### config.mk
export PLATFORM = sky130hd
export DESIGN_NAME = memory_controller
export DESIGN_NICKNAME = d
export VERILOG_FILES = /design/src/rtl/global_params_pkg.sv /design/src/rtl/memory_controller_store_buffer.sv /design/src/rtl/memory_controller.sv
export SDC_FILE = /design/constraint.sdc
export NUM_CORES = 1
export LEC_CHECK = 0
export BUFFER_PORTS_ARGS = -buffer_cell sky130_fd_sc_hd__buf_2
export CAP_MARGIN = 10
export CORE_MARGIN = 5
export CORE_UTILIZATION = 35
export CTS_CLUSTER_SIZE = 40
export DETAILED_ROUTE_END_ITERATION = 7
export GPL_ROUTABILITY_DRIVEN = 0
export PLACE_DENSITY = 0.69
export SKIP_LAST_GASP = 1
export SYNTH_ARGS = -nofsm -noshare
export SYNTH_HDL_FRONTEND = slang
export SYNTH_SLANG_ARGS = --single-unit
### constraint.sdc
create_clock -name clk -period 3.8 [get_ports clk]
set_input_delay 0.38 -clock clk [delete_from_list [all_inputs] [get_ports clk]]
set_output_delay 0.38 -clock clk [all_outputs]
set_load 0.1 [all_outputs]
### src/rtl/global_params_pkg.sv
// -----------------------------------------------------------------------------
// global_params : parameters shared between the memory controller and the core.
//   XLEN / ROB_SIZE_WIDTH / INST_OP_WIDTH  datapath, ROB id and op-code widths
//   OP_*                                   store/load op encodings (SB..LHU)
//   mc_state_t                             memory controller FSM encoding
//   IO_BASE                                first I/O-mapped address (I/O cycles
//                                          are ordinary bus cycles)
//   op_len()                               access length in bytes for an op
// -----------------------------------------------------------------------------
package global_params;

    localparam int XLEN           = 32;
    localparam int ROB_SIZE_WIDTH = 4;
    localparam int INST_OP_WIDTH  = 4;

    localparam logic [31:0] IO_BASE = 32'h30000;

    localparam logic [INST_OP_WIDTH-1:0] OP_SB  = 4'd0;
    localparam logic [INST_OP_WIDTH-1:0] OP_SH  = 4'd1;
    localparam logic [INST_OP_WIDTH-1:0] OP_SW  = 4'd2;
    localparam logic [INST_OP_WIDTH-1:0] OP_LB  = 4'd3;
    localparam logic [INST_OP_WIDTH-1:0] OP_LH  = 4'd4;
    localparam logic [INST_OP_WIDTH-1:0] OP_LW  = 4'd5;
    localparam logic [INST_OP_WIDTH-1:0] OP_LBU = 4'd6;
    localparam logic [INST_OP_WIDTH-1:0] OP_LHU = 4'd7;

    typedef enum logic [1:0] {
        ST_IDLE  = 2'd0,
        ST_STORE = 2'd1,
        ST_LOAD  = 2'd2,
        ST_FETCH = 2'd3
    } mc_state_t;

    // Byte count of an access: B = 1, H = 2, W (and anything else) = 4.
    function automatic logic [2:0] op_len(input logic [INST_OP_WIDTH-1:0] op);
        case (op)
            OP_SB, OP_LB, OP_LBU: op_len = 3'd1;
            OP_SH, OP_LH, OP_LHU: op_len = 3'd2;
            default:              op_len = 3'd4;
        endcase
    endfunction

endpackage

### src/rtl/memory_controller_store_buffer.sv
// -----------------------------------------------------------------------------
// mem_store_buffer : one-entry holding register for committed stores.
//   clk, rst (sync, active high), rdy (global enable, holds state when low)
//   i_en / i_op / i_addr / i_val   store pulse from the ROB, captured in any
//                                  FSM state
//   i_clear                        last byte of the buffered store written
//   o_valid / o_op / o_addr / o_val  buffered store
//   o_busy                         pulse | valid; the controller ORs in the
//                                  STORE state to form mem_busy
// -----------------------------------------------------------------------------
module mem_store_buffer
    import global_params::*;
(
    input  logic                     clk,
    input  logic                     rst,
    input  logic                     rdy,
    input  logic                     i_en,
    input  logic [INST_OP_WIDTH-1:0] i_op,
    input  logic [XLEN-1:0]          i_addr,
    input  logic [XLEN-1:0]          i_val,
    input  logic                     i_clear,
    output logic                     o_valid,
    output logic [INST_OP_WIDTH-1:0] o_op,
    output logic [XLEN-1:0]          o_addr,
    output logic [XLEN-1:0]          o_val,
    output logic                     o_busy
);

    logic                     r_valid;
    logic [INST_OP_WIDTH-1:0] r_op;
    logic [XLEN-1:0]          r_addr;
    logic [XLEN-1:0]          r_val;

    always_ff @(posedge clk) begin
        if (rst) begin
            r_valid <= 1'b0;
            r_op    <= '0;
            r_addr  <= '0;
            r_val   <= '0;
        end else if (rdy) begin
            // A new pulse wins over a clear; mem_busy keeps the ROB from
            // committing while the entry is occupied, so this never overwrites.
            if (i_en) begin
                r_valid <= 1'b1;
                r_op    <= i_op;
                r_addr  <= i_addr;
                r_val   <= i_val;
            end else if (i_clear) begin
                r_valid <= 1'b0;
            end
        end
    end

    // Includes the raw pulse so a second commit in the very next cycle is held off.
    assign o_busy  = i_en | r_valid;
    assign o_valid = r_valid;
    assign o_op    = r_op;
    assign o_addr  = r_addr;
    assign o_val   = r_val;

endmodule

### src/rtl/memory_controller.sv
// -----------------------------------------------------------------------------
// memory_controller : byte-serial arbiter between the core and the 8-bit RAM/IO
// bus. Serves buffered ROB stores, LSB loads and instruction fetches.
//   clk, rst (sync, active high), rdy (global enable), flush (mispredict)
//   rob_mem_enable/op/addr/val      one-cycle store commit pulse
//   lsb_load_enable/op/addr/id      load request, held until mem_data_ready
//   if_enable/if_addr               fetch request, held until mem_inst_ready
//   mem_din / mem_dout / mem_a / mem_wr   RAM bus (read data one cycle late)
//   mem_busy                        back-pressure to ROB store commit
//   mem_data_ready/mem_data/mem_id  load result pulse
//   mem_inst_ready/mem_inst         fetch result pulse
// Build option: MEM_CTRL_LOAD_PRIORITY_EN -- when defined, IDLE serves a load
// before a fetch; otherwise fetch before load. Stores always go first.
// -----------------------------------------------------------------------------
module memory_controller
    import global_params::*;
(
    input  logic                      clk,
    input  logic                      rst,
    input  logic                      rdy,
    input  logic                      flush,
    input  logic                      rob_mem_enable,
    input  logic [INST_OP_WIDTH-1:0]  rob_mem_op,
    input  logic [XLEN-1:0]           rob_mem_addr,
    input  logic [XLEN-1:0]           rob_mem_val,
    input  logic                      lsb_load_enable,
    input  logic [INST_OP_WIDTH-1:0]  lsb_load_op,
    input  logic [XLEN-1:0]           lsb_load_addr,
    input  logic [ROB_SIZE_WIDTH-1:0] lsb_load_id,
    input  logic                      if_enable,
    input  logic [XLEN-1:0]           if_addr,
    input  logic [7:0]                mem_din,
    output logic [7:0]                mem_dout,
    output logic [XLEN-1:0]           mem_a,
    output logic                      mem_wr,
    output logic                      mem_busy,
    output logic                      mem_data_ready,
    output logic [XLEN-1:0]           mem_data,
    output logic [ROB_SIZE_WIDTH-1:0] mem_id,
    output logic                      mem_inst_ready,
    output logic [31:0]               mem_inst
);

    mc_state_t                 r_state, w_state_nxt;
    logic [2:0]                r_cnt, w_cnt_nxt;
    logic [INST_OP_WIDTH-1:0]  r_op;
    logic [XLEN-1:0]           r_addr;
    logic [ROB_SIZE_WIDTH-1:0] r_id;
    logic [23:0]               r_data;   // bytes 0..2; the final byte is taken live from mem_din

    logic                      w_latch_load, w_latch_fetch, w_sb_clear;
    logic                      w_sb_valid, w_sb_busy;
    logic [INST_OP_WIDTH-1:0]  w_sb_op;
    logic [XLEN-1:0]           w_sb_addr, w_sb_val;
    logic [2:0]                w_len;
    logic                      w_resp;
    logic [XLEN-1:0]           w_raw, w_ext;
    logic [7:0]                w_store_byte;

    mem_store_buffer u_sb (
        .clk     (clk),
        .rst     (rst),
        .rdy     (rdy),
        .i_en    (rob_mem_enable),
        .i_op    (rob_mem_op),
        .i_addr  (rob_mem_addr),
        .i_val   (rob_mem_val),
        .i_clear (w_sb_clear),
        .o_valid (w_sb_valid),
        .o_op    (w_sb_op),
        .o_addr  (w_sb_addr),
        .o_val   (w_sb_val),
        .o_busy  (w_sb_busy)
    );

    assign mem_busy = w_sb_busy | (r_state == ST_STORE);

    // Length of the access in progress (fetch is always a word).
    always_comb begin
        w_len = 3'd4;
        case (r_state)
            ST_STORE: w_len = op_len(w_sb_op);
            ST_LOAD:  w_len = op_len(r_op);
            default:  ;
        endcase
    end

    // Next state. Stores run straight from the buffer entry, which stays
    // valid until its last byte is written.
    always_comb begin
        w_state_nxt   = r_state;
        w_cnt_nxt     = r_cnt;
        w_latch_load  = 1'b0;
        w_latch_fetch = 1'b0;
        w_sb_clear    = 1'b0;
        case (r_state)
            ST_IDLE: begin
                w_cnt_nxt = '0;
                if (!flush) begin
                    if (w_sb_valid) begin
                        w_state_nxt = ST_STORE;
`ifdef MEM_CTRL_LOAD_PRIORITY_EN
                    end else if (lsb_load_enable) begin
                        w_state_nxt  = ST_LOAD;
                        w_latch_load = 1'b1;
                    end else if (if_enable) begin
                        w_state_nxt   = ST_FETCH;
                        w_latch_fetch = 1'b1;
                    end
`else
                    end else if (if_enable) begin
                        w_state_nxt   = ST_FETCH;
                        w_latch_fetch = 1'b1;
                    end else if (lsb_load_enable) begin
                        w_state_nxt  = ST_LOAD;
                        w_latch_load = 1'b1;
                    end
`endif
                end
            end
            ST_STORE: begin
                // flush deliberately ignored: committed stores always finish.
                if (r_cnt == w_len - 3'd1) begin
                    w_state_nxt = ST_IDLE;
                    w_cnt_nxt   = '0;
                    w_sb_clear  = 1'b1;
                end else begin
                    w_cnt_nxt = r_cnt + 3'd1;
                end
            end
            default: begin  // ST_LOAD, ST_FETCH
                // cnt 0..n-1 drive addresses, cnt n is the result cycle.
                if (flush || r_cnt == w_len) begin
                    w_state_nxt = ST_IDLE;
                    w_cnt_nxt   = '0;
                end else begin
                    w_cnt_nxt = r_cnt + 3'd1;
                end
            end
        endcase
    end

    always_ff @(posedge clk) begin
        if (rst) begin
            r_state <= ST_IDLE;
            r_cnt   <= '0;
            r_op    <= '0;
            r_addr  <= '0;
            r_id    <= '0;
            r_data  <= '0;
        end else if (rdy) begin
            r_state <= w_state_nxt;
            r_cnt   <= w_cnt_nxt;
            if (w_latch_load) begin
                r_op   <= lsb_load_op;
                r_addr <= lsb_load_addr;
                r_id   <= lsb_load_id;
            end
            if (w_latch_fetch) begin
                r_addr <= if_addr;
            end
            // mem_din carries the byte addressed in the previous cycle.
            if (r_state == ST_LOAD || r_state == ST_FETCH) begin
                case (r_cnt)
                    3'd1:    r_data[7:0]   <= mem_din;
                    3'd2:    r_data[15:8]  <= mem_din;
                    3'd3:    r_data[23:16] <= mem_din;
                    default: ;
                endcase
            end
        end
    end

    always_comb begin
        case (r_cnt[1:0])
            2'd0:    w_store_byte = w_sb_val[7:0];
            2'd1:    w_store_byte = w_sb_val[15:8];
            2'd2:    w_store_byte = w_sb_val[23:16];
            default: w_store_byte = w_sb_val[31:24];
        endcase
    end

    // RAM bus. Address outputs idle at zero outside an active beat.
    always_comb begin
        mem_a    = '0;
        mem_wr   = 1'b0;
        mem_dout = '0;
        case (r_state)
            ST_STORE: begin
                mem_a    = w_sb_addr + XLEN'(r_cnt);
                mem_wr   = rdy;
                mem_dout = w_store_byte;
            end
            ST_LOAD, ST_FETCH: begin
                if (r_cnt < w_len) mem_a = r_addr + XLEN'(r_cnt);
            end
            default: ;
        endcase
    end

    // Result assembly: the last byte arrives in the result cycle itself.
    always_comb begin
        case (w_len)
            3'd1:    w_raw = {24'd0, mem_din};
            3'd2:    w_raw = {16'd0, mem_din, r_data[7:0]};
            default: w_raw = {mem_din, r_data};
        endcase
    end

    // w_raw is already zero-filled, which covers LBU/LHU and LW.
    always_comb begin
        case (r_op)
            OP_LB:   w_ext = {{24{w_raw[7]}}, w_raw[7:0]};
            OP_LH:   w_ext = {{16{w_raw[15]}}, w_raw[15:0]};
            default: w_ext = w_raw;
        endcase
    end

    assign w_resp         = rdy & ~flush & (r_cnt == w_len);
    assign mem_data_ready = (r_state == ST_LOAD) & w_resp;
    assign mem_data       = mem_data_ready ? w_ext : '0;
    assign mem_id         = mem_data_ready ? r_id : '0;
    assign mem_inst_ready = (r_state == ST_FETCH) & w_resp;
    assign mem_inst       = mem_inst_ready ? {mem_din, r_data} : '0;

endmodule

==> summary.md <==
| Metric | Value |
|---|---|
| Status | finished, final reports clean |
| TritonRoute pass-1 iters | 5 |
| Io pins | about 270 |
| Slew @ Worst Pin | 1.075 ns |
| Power, Total | between 3000 and 4000 uW |
| Simple-gate portion of the synthesized area | between 20% and 30% |
| Hold violation count in the final report | 0 |
| Clk root buf | clkbuf_16 |
| Wirelength per Cell | 17.76 um |
| Distinct cell type count of the synthesized netlist | roughly 60 |
| WHS | around 0.18 ns |
| Number of synthesized flops with an enable pin | 0 |
| Antenna-violating nets left | 0 |
| Maxcap violations | 0 |
| Final HPWL DP | about 22000 um |
| Most used flip-flop cell after synthesis | dfxtp_1 |
| CTS clk-pin slew, worst paths | approximately 0.06 ns |
| CTS tree | done |
| Netlist Area Pre-Place | 0.008312 mm2 |
| Clk_skew | around 0.0065 ns |
| Synthesis-to-finish area growth | 48.20% |
| Synth warnings | 0 |
| Crit path required time | roughly 3.4 ns |
| Worst Setup Start Kind | flop |
| Row count | 56 |
| Most frequent cell after synthesis | nand2_1 |
| Clock buffer depth | 2 |
| Via density | between 5 and 6 |
| Core Region | 0.02340 mm2 |
| Minimum clock period | 3.709 ns |
| # hold bufs at CTS | 0 |
| Placed insts | 1590 |
| Relative slew slack | around 28% |
| GRT Util Overall | about 20% |
| Synth area leaders | dfxtp_1, nand2_1, mux2i_1 |
| Sink Count | 138 |
| CP Capture Type | output pin |
| Commonest cells in the netlist | nand2_1, dfxtp_1, nor2_1 |
| Vias in the first global route | roughly 8000 |
| Maximum number of pins on one net before global-route repair | ~80 |
| Power Density | between 300 and 400 mW/mm2 |
| Post-route DRC violation count | 0 |
| Sequential share of the synthesized area | ~33% |
| Mean Syn Cell Area | between 7 and 8 um2 |
| Skew-Pair Late Insertion Delay | between 0.4 and 0.5 ns |
| First-pass GRT wire length | about 43000 um |
| Initial DRC count | 650 |
| Die width | 164.1 um |
| FMAX | 269.6 MHz |
| Arr. time, crit path | 3.33 ns |
| Cell taking the most area after synthesis | dfxtp_1 |
| Post-synthesis adder-cell area fraction | around 3.8% |
| Critical path type | flop to output pin |
| DIE AREA | between 0.02 and 0.03 mm2 |
| Filler cells | 2159 |
| Largest family of logic cells by synthesized area | simple AND/OR/NAND/NOR gates |
| Xor/xnor share of the synthesized area | 6.322% |
| Hold WC Path Type | input pin to flop |
| Final Max Slew Viols | 0 |
| # nets final | between 1000 and 1500 |
| Mapped Cells | between 1000 and 1500 |
| Yosys reg bits | roughly 140 |
| Synth Area in Compound Gates | 17.07% |
| Tcrit/Tclk final | a little over nine tenths |
| WL final | slightly below 30000 um |
| Pleak | 0.004942 uW |
| Area share of the largest cell type after synthesis | between 30% and 40% |
| Asr flop ratio synth | 0% |
| CP max FO | 7 |
| Vias | 8556 |
| Syn Nets | roughly 1200 |
| IR drop worst, VDD | around 0.31 mV |
| RSZ-0062 raised after global routing | yes |
| Port bufs | between 200 and 300 |
| Number of CTS-inserted buffers | 17 |
| Ratio of cells with drive above 1 in the final layout | between 30 and 40% |
| H-tree depth | 4 |
| Die H | ~160 um |
| Initial Util | 35.52% |
| GRT overflow | 0 |
| Mux cell area share after synthesis | 7.828% |
| Initial antenna violation count | 2 |
| Non-filler cells, final | 1626 |
| # setup viols final | 0 |
## registers in the layout, indices dropped and copies added (netlist names)
| register | cells |
|---|---|
| u_sb.o_op | 4 |
| r_data | 24 |
| r_id | 4 |
| r_addr | 32 |
| u_sb.o_valid | 1 |
| r_cnt | 3 |
| u_sb.o_addr | 32 |
| r_op | 4 |
| r_state | 2 |
| u_sb.o_val | 32 |
## what timing repair did
item	CTS	global route
pin swaps	1	1
setup buffers	3	0
gates resized for setup	4	22
endpoints found under the setup margin	52	53
## where the power goes
part | switching [uW] | internal (uW)
Sequential | 78.4 | 1520
Combinational | 438 | 259
Clock | 652 | 995
## routing by layer
layer | up-vias | track usage (%) | routed length, um | part of all wire (%)
met5 | - | 0 | 0 | 0
met4 | 0 | 7.244 | 743 | 2.6
met2 | 297 | 31.62 | 13350 | 46
met3 | 39 | 3.890 | 1705 | 5.9
li1 | 4213 | - | - | -
met1 | 4007 | 28.60 | 13080 | 45
## layout by cell type, fill, tap and decap left out, drive strengths merged, types with 3 or more instances in the layout
| master | count |
|---|---|
| clkbuf | 20 |
| nor3 | 19 |
| nor2b | 7 |
| xnor2 | 28 |
| a221oi | 7 |
| buf | 286 |
| and3 | 45 |
| nand2 | 180 |
| and3b | 3 |
| or3 | 3 |
| inv | 10 |
| o21ai | 18 |
| clkinv | 5 |
| a22oi | 30 |
| nor3b | 7 |
| and4 | 10 |
| o22ai | 8 |
| mux2i | 65 |
| nor4 | 5 |
| nand4 | 16 |
| clkinvlp | 5 |
| a31oi | 3 |
| and2 | 16 |
| dfxtp | 138 |
| xor2 | 32 |
| nand2b | 7 |
| nor2 | 119 |
| a21oi | 79 |
| nand3 | 29 |
| a21o | 19 |
| a222oi | 8 |
| a211oi | 32 |
| ha | 22 |
| o21a | 3 |
## worst max-delay path, stage by stage (launching register included)
cell and delay [ns]:
dfxtp_1 0.37, inv_2 0.11, ha_2 0.22, nand2b_1 0.09, o22ai_2 0.19, nand2_2 0.11
ha_1 0.29, nor2b_1 0.13, o21a_1 0.19, nor3_4 0.35, or3b_4 0.44, a31oi_4 0.21
buf_12 0.20
## stage by stage
stage,instance area [um2],setup TNS [ns],setup slack [ns],utilization (%)
5_1_grt,12320,-0.1461,-0.02845,52.64
6_report,12320,0,0.09078,52.64
3_5_place_dp,11590,0,0.2889,49.53
4_1_cts,12230,0,0.03858,52.27
2_1_floorplan,8483,-3.029,-0.3755,-
3_3_place_gp,11590,0,0.3955,49.53
## kinds of logic after synthesis
group           count (synthesis)
buf+inv                        87
compound gates                214
xor+xnor                       60
flops                         138
mux                            65
fa+ha+maj                      24
simple gates                  476
## path summary, 6_finish.rpt
kind	from	end	slack (ns)	cells past startpoint
worst min register to register	u_sb.o_val[27]	u_sb.o_val[27]	0.46	2
worst min-delay path	rob_mem_op[1]	u_sb.o_op[1]	0.18	3
worst max-delay path	r_state[1]	mem_a[31]	0.09	12
worst max register to register	r_state[1]	r_addr[25]	1.08	6
## cell type report
cell class	instances	area, um2	share of cell area, %
repair buffers	286	3040	24.68
clock buffers	20	456.7	3.707
multi-input cells	839	5482	44.50
inverters	11	45.04	0.3657
diodes	2	5.005	0.04063
well taps	319	399.1	3.240
flip-flops and latches	138	2768	22.47
clock inverters	11	122.6	0.9954
Power figures use the tool's default switching activity.
